## src/rtl/mojo_cpu_pkg.sv

```systemverilog
// mojo_cpu_pkg
//   Shared definitions for the Mojo basic CPU demonstrator:
//   opcode encodings, FSM state encoding, register-file reset
//   values and the writes_rd() helper that tells whether an
//   opcode updates its destination register.
package mojo_cpu_pkg;

    localparam logic [3:0] OP_NOP = 4'h0;
    localparam logic [3:0] OP_ADD = 4'h1;
    localparam logic [3:0] OP_SUB = 4'h2;
    localparam logic [3:0] OP_AND = 4'h3;
    localparam logic [3:0] OP_OR  = 4'h4;
    localparam logic [3:0] OP_XOR = 4'h5;
    localparam logic [3:0] OP_MOV = 4'h6;
    localparam logic [3:0] OP_NOT = 4'h7;
    localparam logic [3:0] OP_SHL = 4'h8;
    localparam logic [3:0] OP_SHR = 4'h9;
    localparam logic [3:0] OP_INC = 4'hA;
    localparam logic [3:0] OP_DEC = 4'hB;
    localparam logic [3:0] OP_LDI = 4'hC;
    localparam logic [3:0] OP_CLR = 4'hD;

    typedef enum logic [1:0] {
        ST_FETCH     = 2'd0,
        ST_DECODE    = 2'd1,
        ST_EXECUTE   = 2'd2,
        ST_WRITEBACK = 2'd3
    } state_t;

    // Register Rn resets to the value n.
    function automatic logic [7:0] reg_rst_val(input int idx);
        return 8'(idx);
    endfunction

    // ADD..CLR write rd; NOP and the reserved 0xE/0xF do not.
    function automatic logic writes_rd(input logic [3:0] op);
        return (op >= OP_ADD) && (op <= OP_CLR);
    endfunction

endpackage

```

## src/rtl/cpu_alu.sv

```systemverilog
// cpu_alu
//   Purely combinational ALU for the Mojo CPU. All arithmetic
//   wraps modulo 2**DATA_W; no flags are produced.
// Ports:
//   opcode  in  4        operation select
//   a       in  DATA_W   operand from R[rd]
//   b       in  DATA_W   operand from R[rs]
//   imm2    in  2        immediate for LDI
//   result  out DATA_W   operation result
module cpu_alu
    import mojo_cpu_pkg::*;
#(
    parameter int DATA_W = 8
) (
    input  logic [3:0]        opcode,
    input  logic [DATA_W-1:0] a,
    input  logic [DATA_W-1:0] b,
    input  logic [1:0]        imm2,
    output logic [DATA_W-1:0] result
);

    always_comb begin
        result = a;
        case (opcode)
            OP_ADD:  result = a + b;
            OP_SUB:  result = a - b;
            OP_AND:  result = a & b;
            OP_OR:   result = a | b;
            OP_XOR:  result = a ^ b;
            OP_MOV:  result = b;
            OP_NOT:  result = ~b;
            OP_SHL:  result = {a[DATA_W-2:0], 1'b0};
            OP_SHR:  result = {1'b0, a[DATA_W-1:1]};
            OP_INC:  result = a + DATA_W'(1);
            OP_DEC:  result = a - DATA_W'(1);
            OP_LDI:  result = {{(DATA_W-2){1'b0}}, imm2};
            OP_CLR:  result = '0;
            // NOP and reserved opcodes never write, value is don't-care
            default: result = a;
        endcase
    end

endmodule

```

## src/rtl/mojo_top.sv

```systemverilog
// mojo_top
//   Mojo-board basic CPU demonstrator. Repeatedly executes the
//   instruction on the trainer DIP switches through a four-state
//   FETCH/DECODE/EXECUTE/WRITEBACK loop over a 4 x 8-bit register
//   file, showing the latest written result on the LEDs.
// Ports:
//   clk          in   1  system clock, rising-edge
//   rst          in   1  asynchronous active-high reset
//   trainer_dip  in   8  instruction: [7:4] opcode, [3:2] rd, [1:0] rs/imm2
//   led          out  8  last writeback result
module mojo_top
    import mojo_cpu_pkg::*;
#(
    parameter int DATA_W = 8,
    parameter int NREGS  = 4
) (
    input  logic              clk,
    input  logic              rst,
    input  logic [7:0]        trainer_dip,
    output logic [DATA_W-1:0] led
);

    state_t            state_q, state_d;
    logic [7:0]        ir_q, ir_d;
    logic [DATA_W-1:0] led_q, led_d;
    logic [DATA_W-1:0] rf_q [NREGS];
    logic [DATA_W-1:0] rf_d [NREGS];

    // Datapath latches: only consumed after being loaded in the
    // current instruction, so they carry no reset.
    logic [3:0]        op_q, op_d;
    logic [DATA_W-1:0] opa_q, opa_d;
    logic [DATA_W-1:0] opb_q, opb_d;
    logic [DATA_W-1:0] result_q, result_d;

    logic [DATA_W-1:0] alu_result;
    logic [1:0]        rd_idx;
    logic [1:0]        rs_idx;

    assign rd_idx = ir_q[3:2];
    assign rs_idx = ir_q[1:0];
    assign led    = led_q;

    // imm2 comes straight from ir, which is stable from FETCH onward.
    cpu_alu #(
        .DATA_W (DATA_W)
    ) u_alu (
        .opcode (op_q),
        .a      (opa_q),
        .b      (opb_q),
        .imm2   (ir_q[1:0]),
        .result (alu_result)
    );

    always_comb begin
        state_d  = state_q;
        ir_d     = ir_q;
        led_d    = led_q;
        rf_d     = rf_q;
        op_d     = op_q;
        opa_d    = opa_q;
        opb_d    = opb_q;
        result_d = result_q;

        case (state_q)
            ST_FETCH: begin
                ir_d    = trainer_dip;
                state_d = ST_DECODE;
            end
            ST_DECODE: begin
                // Both operands are read before any write, so rd==rs
                // sees the pre-instruction value.
                op_d    = ir_q[7:4];
                opa_d   = rf_q[rd_idx];
                opb_d   = rf_q[rs_idx];
                state_d = ST_EXECUTE;
            end
            ST_EXECUTE: begin
                result_d = alu_result;
                state_d  = ST_WRITEBACK;
            end
            ST_WRITEBACK: begin
                if (writes_rd(op_q)) begin
                    rf_d[rd_idx] = result_q;
                    led_d        = result_q;
                end
                state_d = ST_FETCH;
            end
            default: state_d = ST_FETCH;
        endcase
    end

    always_ff @(posedge clk or posedge rst) begin
        if (rst) begin
            state_q <= ST_FETCH;
            ir_q    <= 8'h00;
            led_q   <= '0;
            for (int i = 0; i < NREGS; i++) begin
                rf_q[i] <= DATA_W'(reg_rst_val(i));
            end
        end else begin
            state_q <= state_d;
            ir_q    <= ir_d;
            led_q   <= led_d;
            rf_q    <= rf_d;
        end
    end

    always_ff @(posedge clk) begin
        op_q     <= op_d;
        opa_q    <= opa_d;
        opb_q    <= opb_d;
        result_q <= result_d;
    end

endmodule

```

## config.mk

```make
export PLATFORM = sky130hd
export DESIGN_NAME = mojo_top
export DESIGN_NICKNAME = d
export VERILOG_FILES = /design/src/rtl/mojo_cpu_pkg.sv /design/src/rtl/cpu_alu.sv /design/src/rtl/mojo_top.sv
export SDC_FILE = /design/constraint.sdc
export NUM_CORES = 1
export LEC_CHECK = 0
export CAP_MARGIN = 20
export CORE_MARGIN = 3
export CORE_UTILIZATION = 25
export CTS_CLUSTER_DIAMETER = 50
export CTS_CLUSTER_SIZE = 24
export DETAILED_ROUTE_END_ITERATION = 12
export GPL_TIMING_DRIVEN = 0
export PLACE_DENSITY_LB_ADDON = 0.1
export SYNTH_ARGS = -nofsm -noshare
export SYNTH_HDL_FRONTEND = slang
export SYNTH_SLANG_ARGS = --single-unit
```

## constraint.sdc

```tcl
create_clock -name clk -period 4 [get_ports clk]
set_input_delay 0.8 -clock clk [delete_from_list [all_inputs] [get_ports clk]]
set_output_delay 0.8 -clock clk [all_outputs]
set_load 0.01 [all_outputs]
```

==> results.txt <==
Outcome: finished clean
CP Max Fanout: 10
GR Overflow Total: 0
Final period util: 88.9%
Antenna diode count: 0
Mean post-synth cell area: 11.5 um^2
Final-report setup violation count: 0
Pre-CTS setup slack: -77.9 ps
Routability cong.: 0.861
Async set-reset flop share out of synthesis: 64.1%
Worst path required time: 4070 ps
Startpoint Class: flop
Hold Slack: 451 ps
End of the critical path: result_q[7]
Vias in the first global route: 3485
RR Startpoint: op_q[0]
Power Density: 446 nW/um^2
Register bit total from synthesis: 78
Share of the synthesized area in the top cell type: 23.9%
Post-DP HPWL: 9.54 mm
Drt pass-1 iters: 5
Maxcap violations: 0
Ports: 18
Synth top area cells: dfrtp_1 (24%), edfxtp_1 (17%), mux2_2 (11%), ha_1 (7.5%), mux4_2 (7.5%)
Final WL: 12.8 mm
Antenna-violating nets left: 0
Syn Nets: 458
Fill count: 1954
Highest Clock Rate: 281 MHz
Final net count: 486
Post-Synthesis Cells: 418
Routed vias: 3465
Die W: 145 um
FP Rows: 50
Largest net degree at the start of global routing: 38
YS warnings: 0
Post-Syn Area: 4820 um^2
IO buf count: 17
Ys flop type: dfrtp_1
Crit path from: op_q[0]
CTS Sinks: 78
Final WS setup: 445 ps
Final Instance Area: 5700 um^2
Worst-path clk slew: 60 ps
H-tree depth: 3
Slew Viols, Final: 0
Register area share after synthesis: 43.5%
Syn-to-layout area delta: 18.2%
Crit path capture type: flop
CTS tree: done
Core ar.: 18800 um^2
Die area: 21000 um^2
RSZ-0062 raised after global routing: false
Synth unique cells: 64
Reg2Reg Setup Slack: 450 ps
Die Height: 145 um
Wire per inst: 18.1 um
Longest Clk Path Bufs: 2
Worst Skew: 8.20 ps
Yosys top cell by area: dfrtp_1
Placed inst area: 5330 um^2
R2R Path End: result_q[7]
GRT Overall Usage: 13.0%
Share of cells above drive strength 1: 25.3%
Tightest Pin Transition: 941 ps
Initial Utilization: 25.6%
CP Class: reg2reg
Insertion delay to the later sink of the worst-skew pair: 330 ps
Root Buffer: clkbuf_16
Slew HR: 37.3%
Maximum vdd drop: 0.249 mV
Most common cell after layout, fill and taps aside: mux2_2
Crit path DAT: 3620 ps
Min Tclk post-route: 3550 ps
Most frequent cells in the layout: mux2_2 (48), dfrtp_1 (46), a21oi_1 (35)
Post-synth EDFFs: 28
CTS buffer count: 9
Pleak: 2.26 nW
DRC Markers: 0
Final-report hold violation count: 0
Global-route wire length before repair: 20.7 mm
1st-iter DRT viols: 274
Vias/cell: 4.87
Worst Reg-to-Reg Cells: 14
Kind of path behind the tightest hold check: reg2reg
Pwr Total: 0.00254 W
Initial antenna violation count: 0
[Yosys cell counts, drive strengths merged, types with 2 or more instances]
cell and n:
nor2 32, xnor2 4, nand2b 3, edfxtp 28, or2 2, a211oi 4
inv 23, a21oi 36, o211ai 2, mux4 16, a221oi 3, a21o 2
nand3 4, nor3b 3, a31oi 2, o31ai 4, mux2 48, dfstp 4
nand4 3, clkbuf 14, o22a 2, a22oi 4, o311a 2, buf 7
o21a 5, o22ai 6, nand3b 5, nor3 8, o21ai 21, ha 29
nand2 11, and2 4, dfrtp 46, nor2b 12
[stage by stage]
step / util (%) / setup TNS, ps / std cells
4_1_cts: 30.2 / 0 / 712
2_1_floorplan: - / 0 / 418
5_1_grt: 30.2 / 0 / 711
3_3_place_gp: 28.2 / -96.2 / 695
3_5_place_dp: 28.3 / -77.9 / 696
6_report: 30.2 / 0 / 711
[layout make-up]
type                            count  area (um^2)  share of cell area, %
Multi-Input combinational cell    296         2520                   44.3
Sequential cell                    78         2100                   36.8
Tap cell                          260          325                   5.71
Clock buffer                       15          320                   5.62
Timing Repair Buffer               18          190                   3.34
Buffer                             20          123                   2.15
Inverter                           23         86.3                   1.52
Clock inverter                      1         30.0                  0.527
[where the power goes]
group / internal [W] / switching, W / total, W
clock network: 0.000611 / 0.000308 / 0.000918
registers: 0.00105 / 0.000131 / 0.00118
logic: 0.000318 / 0.000122 / 0.000440
[how the worst min path moves through the flow]
stage	slack [ps]	startpoint	cells past startpoint	end
6_report	450	ir_q[5]	0	op_q[1]
5_1_grt	470	ir_q[7]	0	op_q[3]
4_1_cts	450	ir_q[6]	0	op_q[2]
3_5_place_dp	440	ir_q[6]	0	op_q[2]
3_3_place_gp	440	ir_q[5]	0	op_q[1]
2_1_floorplan	420	ir_q[4]	0	op_q[0]
[registers in the layout, summed over array words and instances, names as in the netlist]
| signal | cells |
|---|---|
| rf_q | 32 |
| ir_q | 8 |
| led | 8 |
| opa_q | 8 |
| opb_q | 8 |
| result_q | 8 |
| op_q | 4 |
| state_q | 2 |
[critical path, cell delays in order (launching register included)]
cell	delay, ps
edfxtp_1	410
clkbuf_8	190
clkbuf_1	380
clkbuf_2	340
nor2_1	80
o21ai_0	150
o21ai_0	110
a21oi_1	120
nor2_1	60
ha_1	340
and4_2	240
a21oi_2	230
o21ai_1	120
nor2b_1	140
o311a_1	370
[timing repair]
action                                  4_1_cts  5_1_grt
hold buffers                                  0        0
endpoints found under the setup margin        1        3
setup buffers                                 0        0
gates resized for setup                       2        9
[logic make-up after synthesis]
kind of cell,Yosys count,share of synthesized area (%)
xor gates and xnor gates,5,0.909
DFF,78,43.5
buffers and inverters,44,4.28
AOI/OAI and AO/OA,102,13.5
and+or+nand+nor,94,10.9
adders and majority gates,30,7.95
muxes,65,18.9
[routing by layer]
layer / routed length, um / track usage (%)
met5: 0 / 0
met4: 146 / 3.93
met3: 287 / 1.94
met2: 6030 / 20.5
met1: 6380 / 18.4
No activity file was read; power rests on OpenSTA's default activity.
